<file path="src/rtl/uart_bus_master.sv">
// UART-driven debug/boot bus master: parses W/R command frames from the receiver,
// performs one word access on the device bus and returns ACK or read data via the transmitter.
module uart_bus_master #(
    parameter int unsigned TIMEOUT_CYCLES = 2500000,
    parameter int unsigned TO_WIDTH       = 22
) (
    input  logic        clk,
    input  logic        rst,
    input  logic        rxdReady_i,
    input  logic [7:0]  rxdData_i,
    input  logic        txdBusy_i,
    output logic        txdStart_o,
    output logic [7:0]  txdData_o,
    output logic        busReq_o,
    input  logic        busGnt_i,
    output logic        devEnable_o,
    output logic        devWrite_o,
    input  logic        devBusy_i,
    output logic [31:0] devPhysicalAddr_o,
    output logic [31:0] devDataSave_o,
    input  logic [31:0] devDataLoad_i,
    output logic [3:0]  devByteSelect_o
);
    // state       | meaning
    // S_IDLE      | waiting for a command byte
    // S_GET_ADDR  | collecting 4 address bytes, LSB first
    // S_GET_DATA  | collecting 4 write-data bytes, LSB first
    // S_REQ       | requesting the bus, waiting for grant
    // S_ACCESS    | strobe asserted until target not busy
    // S_SEND      | waiting for idle transmitter, then start one byte
    // S_SEND_WAIT | waiting for the started byte to finish
    typedef enum logic [2:0] {
        S_IDLE, S_GET_ADDR, S_GET_DATA, S_REQ, S_ACCESS, S_SEND, S_SEND_WAIT
    } state_t;

    localparam logic [7:0] CMD_W   = 8'h57;
    localparam logic [7:0] CMD_R   = 8'h52;
    localparam logic [7:0] RSP_ACK = 8'h06;
    localparam logic [7:0] RSP_NAK = 8'h15;
    localparam logic [TO_WIDTH-1:0] TO_RELOAD = TO_WIDTH'(TIMEOUT_CYCLES - 1);

    state_t              state_q;
    logic                is_write_q;
    logic [1:0]          byte_cnt_q;
    logic [TO_WIDTH-1:0] timer_q;
    logic [31:0]         addr_q;
    logic [31:0]         data_q;
    logic [31:0]         tx_shift_q;
    logic [2:0]          tx_left_q;
    logic                skip_q;
    logic                bus_req_q;
    logic                dev_en_q;
    logic                txd_start_q;
    logic [7:0]          txd_data_q;

    always_ff @(posedge clk or posedge rst) begin
        if (rst) begin
            state_q     <= S_IDLE;
            is_write_q  <= 1'b0;
            byte_cnt_q  <= '0;
            timer_q     <= '0;
            addr_q      <= '0;
            data_q      <= '0;
            tx_shift_q  <= '0;
            tx_left_q   <= '0;
            skip_q      <= 1'b0;
            bus_req_q   <= 1'b0;
            dev_en_q    <= 1'b0;
            txd_start_q <= 1'b0;
            txd_data_q  <= '0;
        end else begin
            txd_start_q <= 1'b0;
            case (state_q)
                S_IDLE: begin
                    if (rxdReady_i) begin
                        if (rxdData_i == CMD_W || rxdData_i == CMD_R) begin
                            is_write_q <= (rxdData_i == CMD_W);
                            byte_cnt_q <= '0;
                            timer_q    <= TO_RELOAD;
                            addr_q     <= '0;
                            data_q     <= '0;
                            state_q    <= S_GET_ADDR;
                        end else begin
                            tx_shift_q <= {24'h0, RSP_NAK};
                            tx_left_q  <= 3'd1;
                            state_q    <= S_SEND;
                        end
                    end
                end
                S_GET_ADDR, S_GET_DATA: begin
                    if (rxdReady_i) begin
                        timer_q    <= TO_RELOAD;
                        byte_cnt_q <= byte_cnt_q + 2'd1;
                        if (state_q == S_GET_ADDR) begin
                            // word address: the two byte-offset bits never reach the register
                            addr_q[8*byte_cnt_q +: 8] <= (byte_cnt_q == 2'd0) ?
                                                         {rxdData_i[7:2], 2'b00} : rxdData_i;
                        end else begin
                            data_q[8*byte_cnt_q +: 8] <= rxdData_i;
                        end
                        if (byte_cnt_q == 2'd3) begin
                            if (state_q == S_GET_ADDR && is_write_q) begin
                                state_q <= S_GET_DATA;
                            end else begin
                                bus_req_q <= 1'b1;
                                state_q   <= S_REQ;
                            end
                        end
                    end else if (timer_q == '0) begin
                        addr_q  <= '0;
                        data_q  <= '0;
                        state_q <= S_IDLE;
                    end else begin
                        timer_q <= timer_q - TO_WIDTH'(1);
                    end
                end
                S_REQ: begin
                    if (busGnt_i) begin
                        dev_en_q <= 1'b1;
                        state_q  <= S_ACCESS;
                    end
                end
                S_ACCESS: begin
                    // grant is deliberately ignored here: an access is never cut short
                    if (!devBusy_i) begin
                        dev_en_q  <= 1'b0;
                        bus_req_q <= 1'b0;
                        if (is_write_q) begin
                            tx_shift_q <= {24'h0, RSP_ACK};
                            tx_left_q  <= 3'd1;
                        end else begin
                            tx_shift_q <= devDataLoad_i;
                            tx_left_q  <= 3'd4;
                        end
                        state_q <= S_SEND;
                    end
                end
                S_SEND: begin
                    if (!txdBusy_i) begin
                        txd_start_q <= 1'b1;
                        txd_data_q  <= tx_shift_q[7:0];
                        skip_q      <= 1'b1;
                        state_q     <= S_SEND_WAIT;
                    end
                end
                S_SEND_WAIT: begin
                    // transmitter raises busy one cycle late; skip that cycle
                    if (skip_q) begin
                        skip_q <= 1'b0;
                    end else if (!txdBusy_i) begin
                        if (tx_left_q == 3'd1) begin
                            state_q <= S_IDLE;
                        end else begin
                            tx_shift_q <= {8'h0, tx_shift_q[31:8]};
                            tx_left_q  <= tx_left_q - 3'd1;
                            state_q    <= S_SEND;
                        end
                    end
                end
                default: state_q <= S_IDLE;
            endcase
        end
    end

    assign txdStart_o        = txd_start_q;
    assign txdData_o         = txd_data_q;
    assign busReq_o          = bus_req_q;
    assign devEnable_o       = dev_en_q;
    assign devWrite_o        = dev_en_q & is_write_q;
    assign devPhysicalAddr_o = dev_en_q ? addr_q : '0;
    assign devDataSave_o     = dev_en_q ? data_q : '0;
    assign devByteSelect_o   = {4{dev_en_q}};

endmodule

</file>
<file path="config.mk">
export PLATFORM = sky130hd
export DESIGN_NAME = uart_bus_master
export DESIGN_NICKNAME = d
export VERILOG_FILES = /design/src/rtl/uart_bus_master.sv
export SDC_FILE = /design/constraint.sdc
export NUM_CORES = 1
export LEC_CHECK = 0
export ABC_AREA = 1
export BUFFER_PORTS_ARGS = -buffer_cell sky130_fd_sc_hd__buf_2
export CAP_MARGIN = 30
export CORE_MARGIN = 2
export CORE_UTILIZATION = 40
export DETAILED_ROUTE_END_ITERATION = 10
export GPL_TIMING_DRIVEN = 0
export MAX_ROUTING_LAYER = met4
export PLACE_DENSITY_LB_ADDON = 0.12
export REMOVE_ABC_BUFFERS = 1
export SLEW_MARGIN = 40
export SYNTH_ARGS = -nofsm -noshare
export SYNTH_HDL_FRONTEND = slang
export SYNTH_SLANG_ARGS = --single-unit
</file>
<file path="constraint.sdc">
create_clock -name clk -period 11.92 [get_ports clk]
set_input_delay 1.788 -clock clk [delete_from_list [all_inputs] [get_ports clk]]
set_output_delay 1.788 -clock clk [all_outputs]
set_load 0.005 [all_outputs]
</file>
# Word-level counts from Yosys, hierarchy flattened
# Cells that the tools add are included.
# classes
n_addsub	4
eq_ne	27
shift	3
mux	63
n_bitwise	2
reduce_logical	22
# ops
cell	count
two-way mux 32 bit	16
one-hot mux 32 bit (2 select lines)	2
one-hot mux 32 bit (3 select lines)	1
two-way mux 22 bit	4
variable part select 8 x 34 -> 32 bit	2
bitwise mux 32 bit	2
two-way mux 3 bit	18
one-hot mux 22 bit (2 select lines)	1
negation 5 -> 34 bit	1
variable shift 8 x 34 -> 32 bit, first input constant	1
inequality test 2 bit, second input constant	12
zero test 22 bit	1
subtractor 22 x 1 -> 22 bit, second input constant	1
one-hot mux 3 bit (6 select lines)	1
equality test 8 x 7 -> 1 bit, second input constant	2
inequality test 3 bit, second input constant	5
AND reduction 5 bit	3
equality test 3 bit, second input constant	3
two-way mux 1 bit	9
one-hot mux 3 bit (3 select lines)	1
two-way mux 2 bit	4
AND reduction 4 bit	2
AND reduction 8 bit	1
nonzero test 2 bit	4
other kinds (18)	24
# word_totals
register_bits	139
in_bits	46
output_inout_bits	80
wordCells	134

# Logic depth before layout (Yosys ltp)
# depth
depth_word	7
depth_mapped	12
mapped_depth_nobuf	11

# Worst setup path after synthesis
# OpenSTA, ideal clock, no wires.
# synth_path
kind	input-to-reg
start	input rxdReady_i
end	register tx_shift_q[1]
arrival_time_ps	2925
setup_slack_ps	8879
cell_stages	11
n_path_buf	4
cell_sequence	buf_2 > inv_2 > buf_2 > nand2_2 > nand2_1 > nor2_1 > nand2_2 > buf_6 > buf_6 > nand2_1 > nand2_1
# synth_via
elab_chain_cells	2
# synth_rtl
element	line	source
from (decl)	9	input logic rxdReady_i,
inequality test 2 bit (no source line)	-	
AND reduction 7 bit (no source line)	-	
to (signal assigned)	84	tx_shift_q <= {24'h0, RSP_NAK};
to (signal assigned)	129	tx_shift_q <= {24'h0, RSP_ACK};
to (signal assigned)	132	tx_shift_q <= devDataLoad_i;
to (decl)	48	logic [31:0] tx_shift_q;
# Every way passes these cells.
# A chain may end at the register's enable or synchronous reset.

# Final worst setup path
# layout_path
start	input rxdReady_i
end	register addr_q[10]
# layout_via
elab_chain_cells	2
word_cells_on_any_way	6
# layout_rtl
element	line	source
inequality test 3 bit (no source line), or another cell as far along	-	
AND reduction 5 bit (no source line) / one-hot mux 32 bit (2 select lines) (equally long branches)	-	
to (signal, indexed assignment)	96	addr_q[8*byte_cnt_q +: 8] <= (byte_cnt_q == 2'd0) ?
to (decl)	46	logic [31:0] addr_q;
# Several ways; a longest one is shown, not always the timed one.

==> reports/summary.json <==
{
  "status": {"value": "complete, no violations"},
  "min-delay-path-class": {"value": "reg -> reg"},
  "grt.total_usage": {"value": 19.6, "unit": "%"},
  "clockRootBuffer": {"value": "sky130_fd_sc_hd__clkbuf_16"},
  "synth-async-reset-ratio": {"value": 100, "unit": "%"},
  "pin_count_of_the_biggest_net_entering_global_routing": {"value": 77},
  "detail_route.wl_per_cell": {"value": 13.2, "unit": "microns"},
  "setup.worst_path.end": {"value": "addr_q[10]$_DFFE_PP0P_"},
  "post_synth_num_cell_types": {"value": 34},
  "power": {"value": 0.00189, "unit": "W"},
  "grt_first_pass_wirelength": {"value": 31200, "unit": "microns"},
  "clk_pin_slew": {"value": 0.06, "unit": "ns"},
  "worst_setup_path_end_kind": {"value": "flop"},
  "path_cells": {"value": "buf_2, inv_2, nor3_4, inv_2, or2_1, nand3_2, nand2_1, nand2_1"},
  "fin_setup_tns": {"value": 0, "unit": "ns"},
  "post_synthesis_cell_count": {"value": 1059},
  "drt_wl_total": {"value": 18900, "unit": "microns"},
  "finalInstanceArea": {"value": 0.00917, "unit": "sq mm"},
  "clock_tree.htree_level_count": {"value": 4},
  "cp-start-kind": {"value": "input pin"},
  "final_layout_size_suffix_gt1_share": {"value": 18.3, "unit": "%"},
  "vias_per_cell": {"value": 4.77},
  "setup_repair_after_global_routing_missed_its_margin": {"value": "no"},
  "setup-violations-final": {"value": 0},
  "routed_vias": {"value": 6856},
  "yosys-top-cells-area": {"value": "sky130_fd_sc_hd__dfrtp_1 45%, sky130_fd_sc_hd__nand2_1 18%, sky130_fd_sc_hd__inv_1 6.1%"},
  "cts_repair_resize_count": {"value": 0},
  "ant_nets": {"value": 0},
  "final_nets": {"value": 1209},
  "maxSlewViolCount": {"value": 0},
  "initial_utilization": {"value": 40.4, "unit": "%"},
  "startpoint": {"value": "rxdReady_i"},
  "clockBufferDepth": {"value": 2},
  "clock_latency_on_the_worst_skew_pair": {"value": 0.43, "unit": "ns"},
  "synth_enable_flop_cells": {"value": 0},
  "max_stage_delay": {"value": 0.52, "unit": "ns"},
  "grt_pass1_vias": {"value": 6240},
  "fin_util": {"value": 47.6, "unit": "%"},
  "die-width": {"value": 144, "unit": "microns"},
  "worst_reg2reg_startpoint": {"value": "state_q[2]$_DFFE_PP0P_"},
  "slew_headroom": {"value": 53.1, "unit": "%"},
  "yosys_warnings": {"value": 0},
  "maxCapViolations": {"value": 0},
  "final.min_clock_period": {"value": 3.34, "unit": "ns"},
  "synth.ff_latch_count": {"value": 139},
  "post_cts_hold_buffer_count": {"value": 0},
  "synth_top_area_share": {"value": 44.7, "unit": "%"},
  "cts.repair_timing.setup_buffer_count": {"value": 0},
  "routability_cong": {"value": 0.832},
  "arrival_worst_endpoint": {"value": 3.65, "unit": "ns"},
  "final_cycle_share": {"value": 28.0, "unit": "%"},
  "ys_dominant_reg_cell": {"value": "sky130_fd_sc_hd__dfrtp_1"},
  "worstReg2RegEnd": {"value": "addr_q[26]$_DFFE_PP0P_"},
  "post_synth.cell_area_avg": {"value": 7.35, "unit": "sq um"},
  "synthMostInstantiatedCell": {"value": "sky130_fd_sc_hd__nand2_1"},
  "cpLargestDelayFamily": {"value": "simple AND/OR/NAND/NOR gates"},
  "synth-seq-area-share": {"value": 44.7, "unit": "%"},
  "static-leakage-power": {"value": 5.20, "unit": "nW"},
  "drtPass1Iterations": {"value": 5},
  "regToRegSetupSlack": {"value": 9.24, "unit": "ns"},
  "post_synth_instance_area": {"value": 0.00778, "unit": "sq mm"},
  "numCtsBuffers": {"value": 17},
  "finalWorstSetupSlack": {"value": 8.58, "unit": "ns"},
  "finalHoldViolCount": {"value": 0},
  "powerDensity": {"value": 206, "unit": "mW/mm^2"},
  "worst_clock_skew": {"value": 0.0117, "unit": "ns"},
  "cts_num_sinks": {"value": 139},
  "overflow": {"value": 0},
  "placedInstanceArea": {"value": 0.00857, "unit": "sq mm"},
  "tightest_slew": {"value": 0.702, "unit": "ns"},
  "port_buffers": {"value": 125},
  "top_post_synthesis_cells_by_count": {"value": "382 x sky130_fd_sc_hd__nand2_1, 139 x sky130_fd_sc_hd__dfrtp_1, 127 x sky130_fd_sc_hd__inv_1"},
  "boundaryPins": {"value": 126},
  "vdd_drop_max": {"value": 0.195, "unit": "mV"},
  "cts_tree": {"value": "done"},
  "core.rowCount": {"value": 51},
  "worst-endpoint-required": {"value": 12.24, "unit": "ns"},
  "worst-path-max-fanout": {"value": 20},
  "grt_antenna_before_repair": {"value": 1},
  "core-area": {"value": 0.0193, "unit": "sq mm"},
  "worst-setup-path-type": {"value": "in -> reg"},
  "die_height": {"value": 144, "unit": "microns"},
  "synthDominantAreaCellType": {"value": "sky130_fd_sc_hd__dfrtp_1"},
  "die_area": {"value": 0.0206, "unit": "sq mm"},
  "initialDrtViolationCount": {"value": 491},
  "timing.fmax": {"value": 300, "unit": "MHz"},
  "critical_path.n_buffers_inverters": {"value": 3},
  "cp_slowest_cell": {"value": "sky130_fd_sc_hd__or2_1"},
  "cp_num_cells": {"value": 8},
  "detailedPlacementHpwl": {"value": 13000, "unit": "microns"},
  "reg2regPathDepth": {"value": 9},
  "drt_drc_violations_left": {"value": 0},
  "synthToLayoutAreaGrowth": {"value": 17.7, "unit": "%"},
  "preCtsSetupSlack": {"value": 8.10, "unit": "ns"}
}
worst min path at each step:
| stage | from | endpoint | slack (ns) | depth (start not counted) |
|---|---|---|---|---|
| floorplan | addr_q[0]$_DFFE_PP0P_ | addr_q[0]$_DFFE_PP0P_ | 0.44 | 2 |
| global placement | addr_q[0]$_DFFE_PP0P_ | addr_q[0]$_DFFE_PP0P_ | 0.45 | 2 |
| detailed placement | tx_shift_q[7]$_DFFE_PP0P_ | txdData_o[7]$_DFFE_PP0P_ | 0.46 | 2 |
| CTS | tx_shift_q[7]$_DFFE_PP0P_ | txdData_o[7]$_DFFE_PP0P_ | 0.47 | 2 |
| global route | txdData_o[1]$_DFFE_PP0P_ | txdData_o[1]$_DFFE_PP0P_ | 0.48 | 2 |
| finish | addr_q[21]$_DFFE_PP0P_ | addr_q[21]$_DFFE_PP0P_ | 0.47 | 2 |
cell usage in the layout, fill, tap and decap left out, drive strengths merged:
| cell type | instances |
|---|---|
| nor3 | 9 |
| o21a | 1 |
| xor2 | 2 |
| a22oi | 22 |
| bufinv | 1 |
| clkbuf | 20 |
| nand2 | 392 |
| buf | 130 |
| clkinv | 3 |
| a21oi | 11 |
| ha | 8 |
| nor2 | 95 |
| o21ai | 60 |
| or2 | 3 |
| diode | 3 |
| dfrtp | 139 |
| clkinvlp | 1 |
| nand4 | 75 |
| nand3 | 52 |
| inv | 143 |
| o22ai | 1 |
logic make-up (layout without fill, tap and decap cells):
logic type | after synthesis | count (layout) | synth area share (%)
buf+inv | 189 | 298 | 10.8
simple gates | 626 | 626 | 35.6
other cells | 0 | 3 | 0
fa+ha+maj | 8 | 8 | 1.29
compound gates | 95 | 95 | 7.39
xor+xnor | 2 | 2 | 0.225
flops | 139 | 139 | 44.7
area by class of cell:
| type | count | area (sq um) |
|---|---|---|
| Sequential cell | 139 | 3480 |
| Fill cell | 2010 | 10100 |
| Clock inverter | 12 | 124 |
| Multi-Input combinational cell | 731 | 3500 |
| Tap cell | 265 | 332 |
| Timing Repair Buffer | 130 | 743 |
| Antenna cell | 3 | 7.51 |
| Inverter | 136 | 518 |
| Clock buffer | 20 | 457 |
registers in the layout, indices dropped and copies added (netlist names), 2 cells and up:
name	count
tx_shift_q	32
addr_q	32
byte_cnt_q	2
txdData_o	8
state_q	3
data_q	32
timer_q	22
tx_left_q	3
routing by layer:
metal  vias to the layer above  share of wire, %  wire length, microns  global-route usage (%)
met5                         -                 0                     0                       -
met3                        28               4.4                   835                    3.27
li1                       3570                 -                     -                       -
met2                       154                45                  8420                    29.0
met1                      3104                49                  9250                    26.9
met4                         0               2.1                   402                    8.10
power breakdown:
part | internal, W | switching, W
logic | 0.000201 | 0.000561
clock network | 0.000304 | 0.000223
registers | 0.000542 | 0.0000608
stage by stage:
stage,instances,hold slack [ns]
6_report,1436,0.470
5_1_grt,1434,0.484
4_1_cts,1433,0.475
3_5_place_dp,1401,0.459
3_3_place_gp,1396,0.453
2_1_floorplan,1006,0.436
worst register-to-register path, stage by stage (launching register included):
cell	delay [ns]
sky130_fd_sc_hd__dfrtp_1	0.42
sky130_fd_sc_hd__inv_1	0.16
sky130_fd_sc_hd__nand2_1	0.17
sky130_fd_sc_hd__nor2_4	0.49
sky130_fd_sc_hd__a21oi_1	0.21
sky130_fd_sc_hd__nor2_4	0.50
sky130_fd_sc_hd__buf_16	0.23
sky130_fd_sc_hd__nand3_2	0.22
sky130_fd_sc_hd__nand2_1	0.14
sky130_fd_sc_hd__nand2_1	0.05
Power figures use the tool's default switching activity.
